==> config.mk <==
export PLATFORM = sky130hd
export DESIGN_NAME = display_button_scanner
export DESIGN_NICKNAME = d
export VERILOG_FILES = /design/src/rtl/display_button_scanner.sv
export SDC_FILE = /design/constraint.sdc
export NUM_CORES = 1
export LEC_CHECK = 0
export CAP_MARGIN = 10
export CORE_UTILIZATION = 46
export CTS_CLUSTER_DIAMETER = 150
export DETAILED_ROUTE_END_ITERATION = 10
export GPL_TIMING_DRIVEN = 0
export MAX_ROUTING_LAYER = met4
export PLACE_DENSITY = 0.71
export SETUP_SLACK_MARGIN = 0.1
export SKIP_LAST_GASP = 1
export SYNTH_ARGS = -nofsm -noshare
export SYNTH_HDL_FRONTEND = slang
export SYNTH_SLANG_ARGS = --single-unit
export TNS_END_PERCENT = 30
==> constraint.sdc <==
create_clock -name CLOCK_50 -period 3.7 [get_ports CLOCK_50]
set_clock_uncertainty 0.2 [all_clocks]
set_input_delay 0.555 -clock CLOCK_50 [delete_from_list [all_inputs] [get_ports CLOCK_50]]
set_output_delay 0.555 -clock CLOCK_50 [all_outputs]
set_load 0.05 [all_outputs]
==> src/rtl/display_button_scanner.sv <==
// display_button_scanner: drives the load/shift clock of the display board's
// parallel-in/serial-out button chain, captures one word per scan period,
// inverts it (board buttons are active low) and debounces each bit.
//
// Handshake: scan_valid is a one-cycle strobe with no ready. raw, buttons and
// pressed hold new values in exactly the cycle scan_valid is high. raw and
// buttons then stay stable until the next strobe. pressed is zero whenever
// scan_valid is low.
`timescale 1ns/1ps
module display_button_scanner #(
  parameter int NBITS       = 16,
  parameter int CLK_DIV     = 25,
  parameter int SCAN_PERIOD = 50000,
  parameter int DEBOUNCE    = 4
) (
  input  logic             CLOCK_50,
  input  logic             RESET_N,
  output logic             SHIFT_CLKIN,
  output logic             SHIFT_LOAD,
  input  logic             SHIFT_OUT,
  output logic [NBITS-1:0] raw,
  output logic [NBITS-1:0] buttons,
  output logic [NBITS-1:0] pressed,
  output logic             scan_valid,
  output logic [2:0]       dbg_state
);

  localparam int CW = $clog2(CLK_DIV);
  localparam int TW = $clog2(SCAN_PERIOD);
  localparam int BW = $clog2(NBITS + 1);
  localparam int DW = $clog2(DEBOUNCE + 1);

  localparam logic [CW-1:0] CNT_LAST   = CW'(CLK_DIV - 1);
  localparam logic [TW-1:0] TIMER_LAST = TW'(SCAN_PERIOD - 1);
  localparam logic [BW-1:0] BIT_ALL    = BW'(NBITS);
  localparam logic [DW-1:0] DB_LAST    = DW'(DEBOUNCE - 1);

  typedef enum logic [2:0] {
    S_IDLE     = 3'd0,
    S_LOAD     = 3'd1,
    S_SETTLE   = 3'd2,
    S_SHIFT_LO = 3'd3,
    S_SHIFT_HI = 3'd4,
    S_DONE     = 3'd5
  } state_t;

  state_t           state_q, state_d;
  logic [CW-1:0]    cnt_q, cnt_d;
  logic [BW-1:0]    bit_q, bit_d;
  logic [TW-1:0]    timer_q, timer_d;
  logic [NBITS-1:0] cap_q, cap_d;
  logic [1:0]       sync_q;
  logic             shift_clkin_q, shift_clkin_d;
  logic             shift_load_q, shift_load_d;
  logic [NBITS-1:0] raw_q, raw_d;
  logic [NBITS-1:0] buttons_q, buttons_d;
  logic [NBITS-1:0] pressed_q, pressed_d;
  logic             scan_valid_q, scan_valid_d;
  logic [DW-1:0]    db_cnt_q [NBITS];
  logic [DW-1:0]    db_cnt_d [NBITS];

  logic timer_expire;
  logic phase_end;

  assign timer_expire = (timer_q == TIMER_LAST);
  assign phase_end    = (cnt_q == CNT_LAST);

  // Two-flop synchronizer for the asynchronous serial data from the board.
  always_ff @(posedge CLOCK_50 or negedge RESET_N) begin
    if (!RESET_N) sync_q <= 2'b00;
    else          sync_q <= {sync_q[0], SHIFT_OUT};
  end

  // State, counters, capture word, pin drivers and published outputs.
  always_ff @(posedge CLOCK_50 or negedge RESET_N) begin
    if (!RESET_N) begin
      state_q       <= S_IDLE;
      cnt_q         <= '0;
      bit_q         <= '0;
      timer_q       <= TIMER_LAST;
      cap_q         <= '0;
      shift_clkin_q <= 1'b0;
      shift_load_q  <= 1'b1;
      raw_q         <= '0;
      buttons_q     <= '0;
      pressed_q     <= '0;
      scan_valid_q  <= 1'b0;
      for (int i = 0; i < NBITS; i++) db_cnt_q[i] <= '0;
    end else begin
      state_q       <= state_d;
      cnt_q         <= cnt_d;
      bit_q         <= bit_d;
      timer_q       <= timer_d;
      cap_q         <= cap_d;
      shift_clkin_q <= shift_clkin_d;
      shift_load_q  <= shift_load_d;
      raw_q         <= raw_d;
      buttons_q     <= buttons_d;
      pressed_q     <= pressed_d;
      scan_valid_q  <= scan_valid_d;
      for (int i = 0; i < NBITS; i++) db_cnt_q[i] <= db_cnt_d[i];
    end
  end

  // Scan sequencer: phase timing, MSB-first sampling, pin levels from next state.
  always_comb begin
    state_d = state_q;
    cnt_d   = cnt_q;
    bit_d   = bit_q;
    cap_d   = cap_q;
    timer_d = timer_expire ? '0 : timer_q + 1'b1;
    case (state_q)
      S_IDLE: begin
        if (timer_expire) begin
          state_d = S_LOAD;
          cnt_d   = '0;
          bit_d   = '0;
        end
      end
      S_LOAD: begin
        if (phase_end) begin
          state_d = S_SETTLE;
          cnt_d   = '0;
        end else cnt_d = cnt_q + 1'b1;
      end
      S_SETTLE: begin
        if (phase_end) begin
          state_d = S_SHIFT_LO;
          cnt_d   = '0;
        end else cnt_d = cnt_q + 1'b1;
      end
      S_SHIFT_LO: begin
        if (phase_end) begin
          // Latest point before the rising edge: data has had the longest time to settle.
          cap_d   = {cap_q[NBITS-2:0], sync_q[1]};
          bit_d   = bit_q + 1'b1;
          state_d = S_SHIFT_HI;
          cnt_d   = '0;
        end else cnt_d = cnt_q + 1'b1;
      end
      S_SHIFT_HI: begin
        if (phase_end) begin
          state_d = (bit_q == BIT_ALL) ? S_DONE : S_SHIFT_LO;
          cnt_d   = '0;
        end else cnt_d = cnt_q + 1'b1;
      end
      S_DONE:  state_d = S_IDLE;
      default: state_d = S_IDLE;
    endcase
    shift_load_d  = (state_d != S_LOAD);
    shift_clkin_d = (state_d == S_SHIFT_HI);
  end

  // Per-bit debounce and edge detect, evaluated once per completed scan.
  always_comb begin
    raw_d        = raw_q;
    buttons_d    = buttons_q;
    pressed_d    = '0;
    scan_valid_d = 1'b0;
    for (int i = 0; i < NBITS; i++) db_cnt_d[i] = db_cnt_q[i];
    if (state_q == S_DONE) begin
      raw_d        = ~cap_q;
      scan_valid_d = 1'b1;
      for (int i = 0; i < NBITS; i++) begin
        if (raw_d[i] != buttons_q[i]) begin
          if (db_cnt_q[i] == DB_LAST) begin
            buttons_d[i] = ~buttons_q[i];
            db_cnt_d[i]  = '0;
          end else begin
            db_cnt_d[i] = db_cnt_q[i] + 1'b1;
          end
        end else begin
          db_cnt_d[i] = '0;
        end
      end
      pressed_d = buttons_d & ~buttons_q;
    end
  end

  assign SHIFT_CLKIN = shift_clkin_q;
  assign SHIFT_LOAD  = shift_load_q;
  assign raw         = raw_q;
  assign buttons     = buttons_q;
  assign pressed     = pressed_q;
  assign scan_valid  = scan_valid_q;
  assign dbg_state   = state_q;

endmodule

**Word-level counts from Yosys, hierarchy flattened**

Cells that the tools add are included.

- Bits of input ports: 3
- Register bits: 146
- Output and inout port bits: 54
- Word-level logic and storage cells: 212

- Multiplexer cells: 95
- Bitwise logic cells: 19
- Eq/ne operators: 44
- Reductions and logical operators: 7
- Add/subtract/negate cells: 19

Operators with widths:

| kind | count |
|---|---|
| 3-bit two-way mux | 38 |
| 3-bit by 2-bit == test with 1-bit output, second input constant | 18 |
| 1-bit two-way mux | 49 |
| 3-bit by 1-bit adder with 3-bit output, second input constant | 16 |
| 16-bit two-way mux | 2 |
| 16-bit NOT | 2 |
| 5-bit case mux with 2 select lines | 2 |
| 16-bit by 1-bit adder with 16-bit output, second input constant | 1 |
| 16-bit bitwise AND | 1 |
| 16-bit == test, second input constant | 1 |
| 1-bit inequality test | 16 |
| 1-bit NOT | 16 |
| 5-bit two-way mux | 3 |
| 3-bit case mux with 5 select lines | 1 |
| 5-bit by 1-bit adder with 5-bit output, second input constant | 2 |
| 5-bit == test, second input constant | 2 |
| 3-bit == test, second input constant | 3 |
| 2-bit inequality test, second input constant | 2 |
| 2-bit AND reduction | 2 |
| 2-bit nonzero test | 2 |
| 4-bit OR reduction | 1 |
| 3-bit by 1-bit == test with 1-bit output, second input constant | 1 |
| 3-bit logical NOT | 1 |
| 3-bit by 1-bit inequality test with 1-bit output, second input constant | 1 |
| 3-bit AND reduction | 1 |

**Depth between registers and ports, before layout**

- Word-level depth: 6
- Mapped depth: 8
- Gate-level depth less buffers: 6

**Worst setup path after synthesis**

No wires, ideal clock.

- Path type: register to register
- Start: register state_q[1], in the netlist dbg_state[1]
- End: register cap_q[15]
- Path slack: 1532 ps
- Data required time: 3375 ps
- Path buffers: 3
- Library setup time: 125 ps
- Data arrival time: 1844 ps
- Clock period less this slack: 2168 ps
- Cell stages (with the launch flop): 6
- Cell sequence: dfrtp_1 -> clkbuf_1 -> and4b_1 -> buf_2 -> buf_2 -> mux2_2

- Cells in the longest elaborated chain, start to end: 2

RTL lines:

| item | line | source |
|---|---|---|
| start: declaration | 47 | `state_t state_q, state_d;` |
| start signal: assignment | 90 | `state_q <= state_d;` |
| 3-bit by 2-bit == test with 1-bit output | 112 | `case (state_q)` |
| 2-bit AND reduction (no line) | - |  |
| end signal: assignment | 94 | `cap_q <= cap_d;` |
| end: declaration | 51 | `logic [NBITS-1:0] cap_q, cap_d;` |

No other way between the ends.
A chain may end at the register's enable or synchronous reset.

**Worst setup path after layout**

- Start: register shift_load_q, in the netlist SHIFT_LOAD
- End: output SHIFT_LOAD

RTL lines:

| item | line | source |
|---|---|---|
| start: declaration | 54 | `logic shift_load_q, shift_load_d;` |
| start signal: assignment | 96 | `shift_load_q <= shift_load_d;` |
| end: declaration | 19 | `output logic SHIFT_LOAD,` |

No word-level cell between the ends.

==> key figures <==
Power and ir drop
  • Leakage: between 3 and 4 nW
  • Sw Ratio: 0.1878
  • Clock power frac: 0.535
  • Switch Pwr: ~0.66 mW
  • Power Internal: about 2.9 mW
  • Register share of total power: 0.455
  • Maximum vdd drop: about 220 uV
  • Tot Pwr: ~3.5 mW
  • PD cells: 449.2 nW/um^2
  • Logic gate share of total power: 0.010

STA
  • Worst-margin pin slew: about 0.66 ns
  • Headroom to the max-slew limit: 0.5599
  • Setup violations, final: 0
  • Final Cycle Share: 0.6672
  • RSZ-0062 raised after global routing: false
  • Clock period minus worst slack: approximately 2.5 ns
  • Final worst slack: about 1.2 ns
  • F_max: between 400 and 500 MHz
  • Endpoints failing hold: 0
  • Count of pins over their slew limit: 0

Clocking
  • Clk sink count: around 150
  • CTS Buffer Depth: 2
  • Clk_lat worst skew: between 0.4 and 0.5 ns
  • Num CTS Buffers: 17
  • CTS tree: built
  • CTS H-tree lvls: 4
  • Clock transition at path regs: around 0.060 ns
  • # resized after CTS: 0
  • Clock root buffer: clkbuf_16

Job
  • Max-Cap Viols: 0

Floorplan
  • Die Footprint: about 14000 um^2
  • Boundary pin count: 57
  • Core area: 13350 um^2
  • Initial core utilization: 0.4753
  • Die width: between 100 and 150 um
  • Die Height: between 100 and 150 um
  • Row Count: 42

Setup path
  • Slowest stage cell, crit path: clkdlybuf4s50_1
  • CP Buf/Inv Count: 1
  • Setup crit start kind: flop
  • CP arrival: roughly 1.7 ns
  • Critical Path Fanout Max: 1
  • Crit path capture type: output pin
  • WP data required: around 2.9 ns
  • CP cell instances: clkdlybuf4s50_1
  • CP delay by family, top: buffers and inverters
  • Worst setup path class: reg -> out
  • Critical Path Max Stage Delay: between 0.7 and 0.8 ns

Placed design
  • RD Place Congestion: 0.8419
  • # port buffers: 56
  • Dpl ws: 1.344 ns
  • HPWL after DPL: around 8600 um

Outcome
  • Status: complete, no violations

Route
  • Via density: 5.248
  • Drt pass-1 iters: 4
  • Initial DRC Count: about 330
  • WL/cell: roughly 15 um
  • Drt total wl: 12580 um
  • DRC: 0
  • DR vias: 4550
  • DRT antenna net count: 0

Final layout
  • Fillers: 1118
  • Layout Nets: roughly 700
  • Commonest non-fill, non-tap cell in the layout: dfrtp_1
  • Multi-input logic area: about 2500 um^2
  • FF+latch area: 3666 um^2
  • Commonest cells after routing, fill and taps aside: dfrtp_1, nand2_1, o21ai_0
  • Area growth, synth to finish: 23.43%
  • Antenna cell count: 0
  • Layout cells sized above 1: 0.1071

Hold path
  • Hold Path Class: reg -> reg

Logic synthesis
  • Yosys cell types: between 50 and 60
  • Yosys warns: 0
  • Average size of a mapped cell: 10.56 um^2
  • Primary FF master, synth: dfrtp_1
  • Sequential share of the synthesized area: 0.5778
  • Async S/R FF share, synth: 1.000
  • Cell Area, Synth: between 6000 and 7000 um^2
  • Post-synth EDFFs: 0
  • Mapped Nets: 625
  • Synth Register Bits: 146
  • Synthesized instance count: about 600

Global routing
  • Largest net degree at the start of global routing: 101
  • GRT Util Overall: 0.1979
  • Initial antenna violation count: 0
  • Global-route wire length before repair: approximately 22000 um
  • Number of global-route vias before repair: between 4k and 5k
  • GR Overflow Total: 0
-- cell families after synthesis --
| logic type | after synthesis | share of synthesized area |
|---|---|---|
| mux | 21 | 0.03628 |
| flops | 146 | 0.5778 |
| fa+ha+maj | 22 | 0.04299 |
| buf+inv | 33 | 0.02209 |
| compound gates | 91 | 0.08362 |
| simple gates | 258 | 0.1958 |
| xor+xnor | 30 | 0.04141 |
-- path summary, 6_finish.rpt --
path                         startpoint          end  slack [ns]  cells past startpoint
min                           sync_q[0]    sync_q[1]        0.16                      0
max in group asynchronous       RESET_N   timer_q[6]        2.02                      3
min in group asynchronous       RESET_N   buttons[3]        0.44                      2
min reg2reg                   sync_q[0]    sync_q[1]        0.16                      0
max                          SHIFT_LOAD   SHIFT_LOAD        1.23                      1
max reg2reg                dbg_state[1]  pressed[13]        1.28                      6
-- power groups by stage --
stage	combinational, mW	sequential, mW	clock [mW]
6_report	0.0355	1.60	1.88
5_1_grt	0.0431	1.60	1.98
4_1_cts	0.0384	1.60	1.92
3_5_place_dp	0.0376	1.63	0
3_3_place_gp	0.0326	1.63	0
2_1_floorplan	0.00000963	1.63	0
-- per-stage QoR --
step / area, um^2 / std cells / utilization / hold slack (ns) / setup TNS, ns
2_1_floorplan: 6345 / 601 / - / 0.05941 / 0
3_3_place_gp: 7126 / 833 / 0.5338 / 0.1382 / -519.96
3_5_place_dp: 7154 / 834 / 0.5360 / 0.1505 / 0
4_1_cts: 7831 / 867 / 0.5867 / 0.1633 / 0
5_1_grt: 7831 / 867 / 0.5867 / 0.1670 / 0
6_report: 7831 / 867 / 0.5867 / 0.1571 / 0
-- repair_timing --
action | in CTS | in global routing
hold endpoints to repair | 45 | 0
endpoints found under the setup margin | 0 | 0
hold buffers | 1 | 0
setup buffers | 0 | 0
-- synth_stat cells (6+ instances only) --
library cell	instances	area (um^2)
a22o_1	6	52.55
xor2_1	25	219.0
nand3_1	23	115.1
nor2_1	35	131.4
o21ai_0	66	330.3
nor2b_1	16	100.1
buf_2	6	30.03
clkbuf_1	14	52.55
inv_1	8	30.03
dfstp_2	10	262.8
nor3_1	21	105.1
and2_1	17	106.4
nand2_1	114	427.9
ha_1	21	262.8
dfrtp_1	136	3403
mux2_2	16	180.2
-- flip-flops by register name, indices dropped and copies added, names as in the netlist, 2 cells and up --
signal / cells
buttons: 16
cnt_q: 5
db_cnt_q: 48
raw: 16
bit_q: 5
sync_q: 2
dbg_state: 3
pressed: 16
cap_q: 16
timer_q: 16
-- cell type report --
class | count | share of cell area
clock inverter | 8 | 0.01853
tap | 176 | 0.02812
clock buffer | 24 | 0.06662
timing repair buffer | 58 | 0.07653
inverter | 9 | 0.004314
multi-input combinational | 422 | 0.3242
sequential | 146 | 0.4681
buffer | 24 | 0.01358
-- layer usage --
layer / wire (um) / global-route usage / part of all wire
met4: 229 / 0.07578 / 0.018
met5: 0 / - / 0
met1: 5660 / 0.2446 / 0.45
met3: 501 / 0.03784 / 0.040
met2: 6189 / 0.3223 / 0.49
No activity file was read; power rests on OpenSTA's default activity.
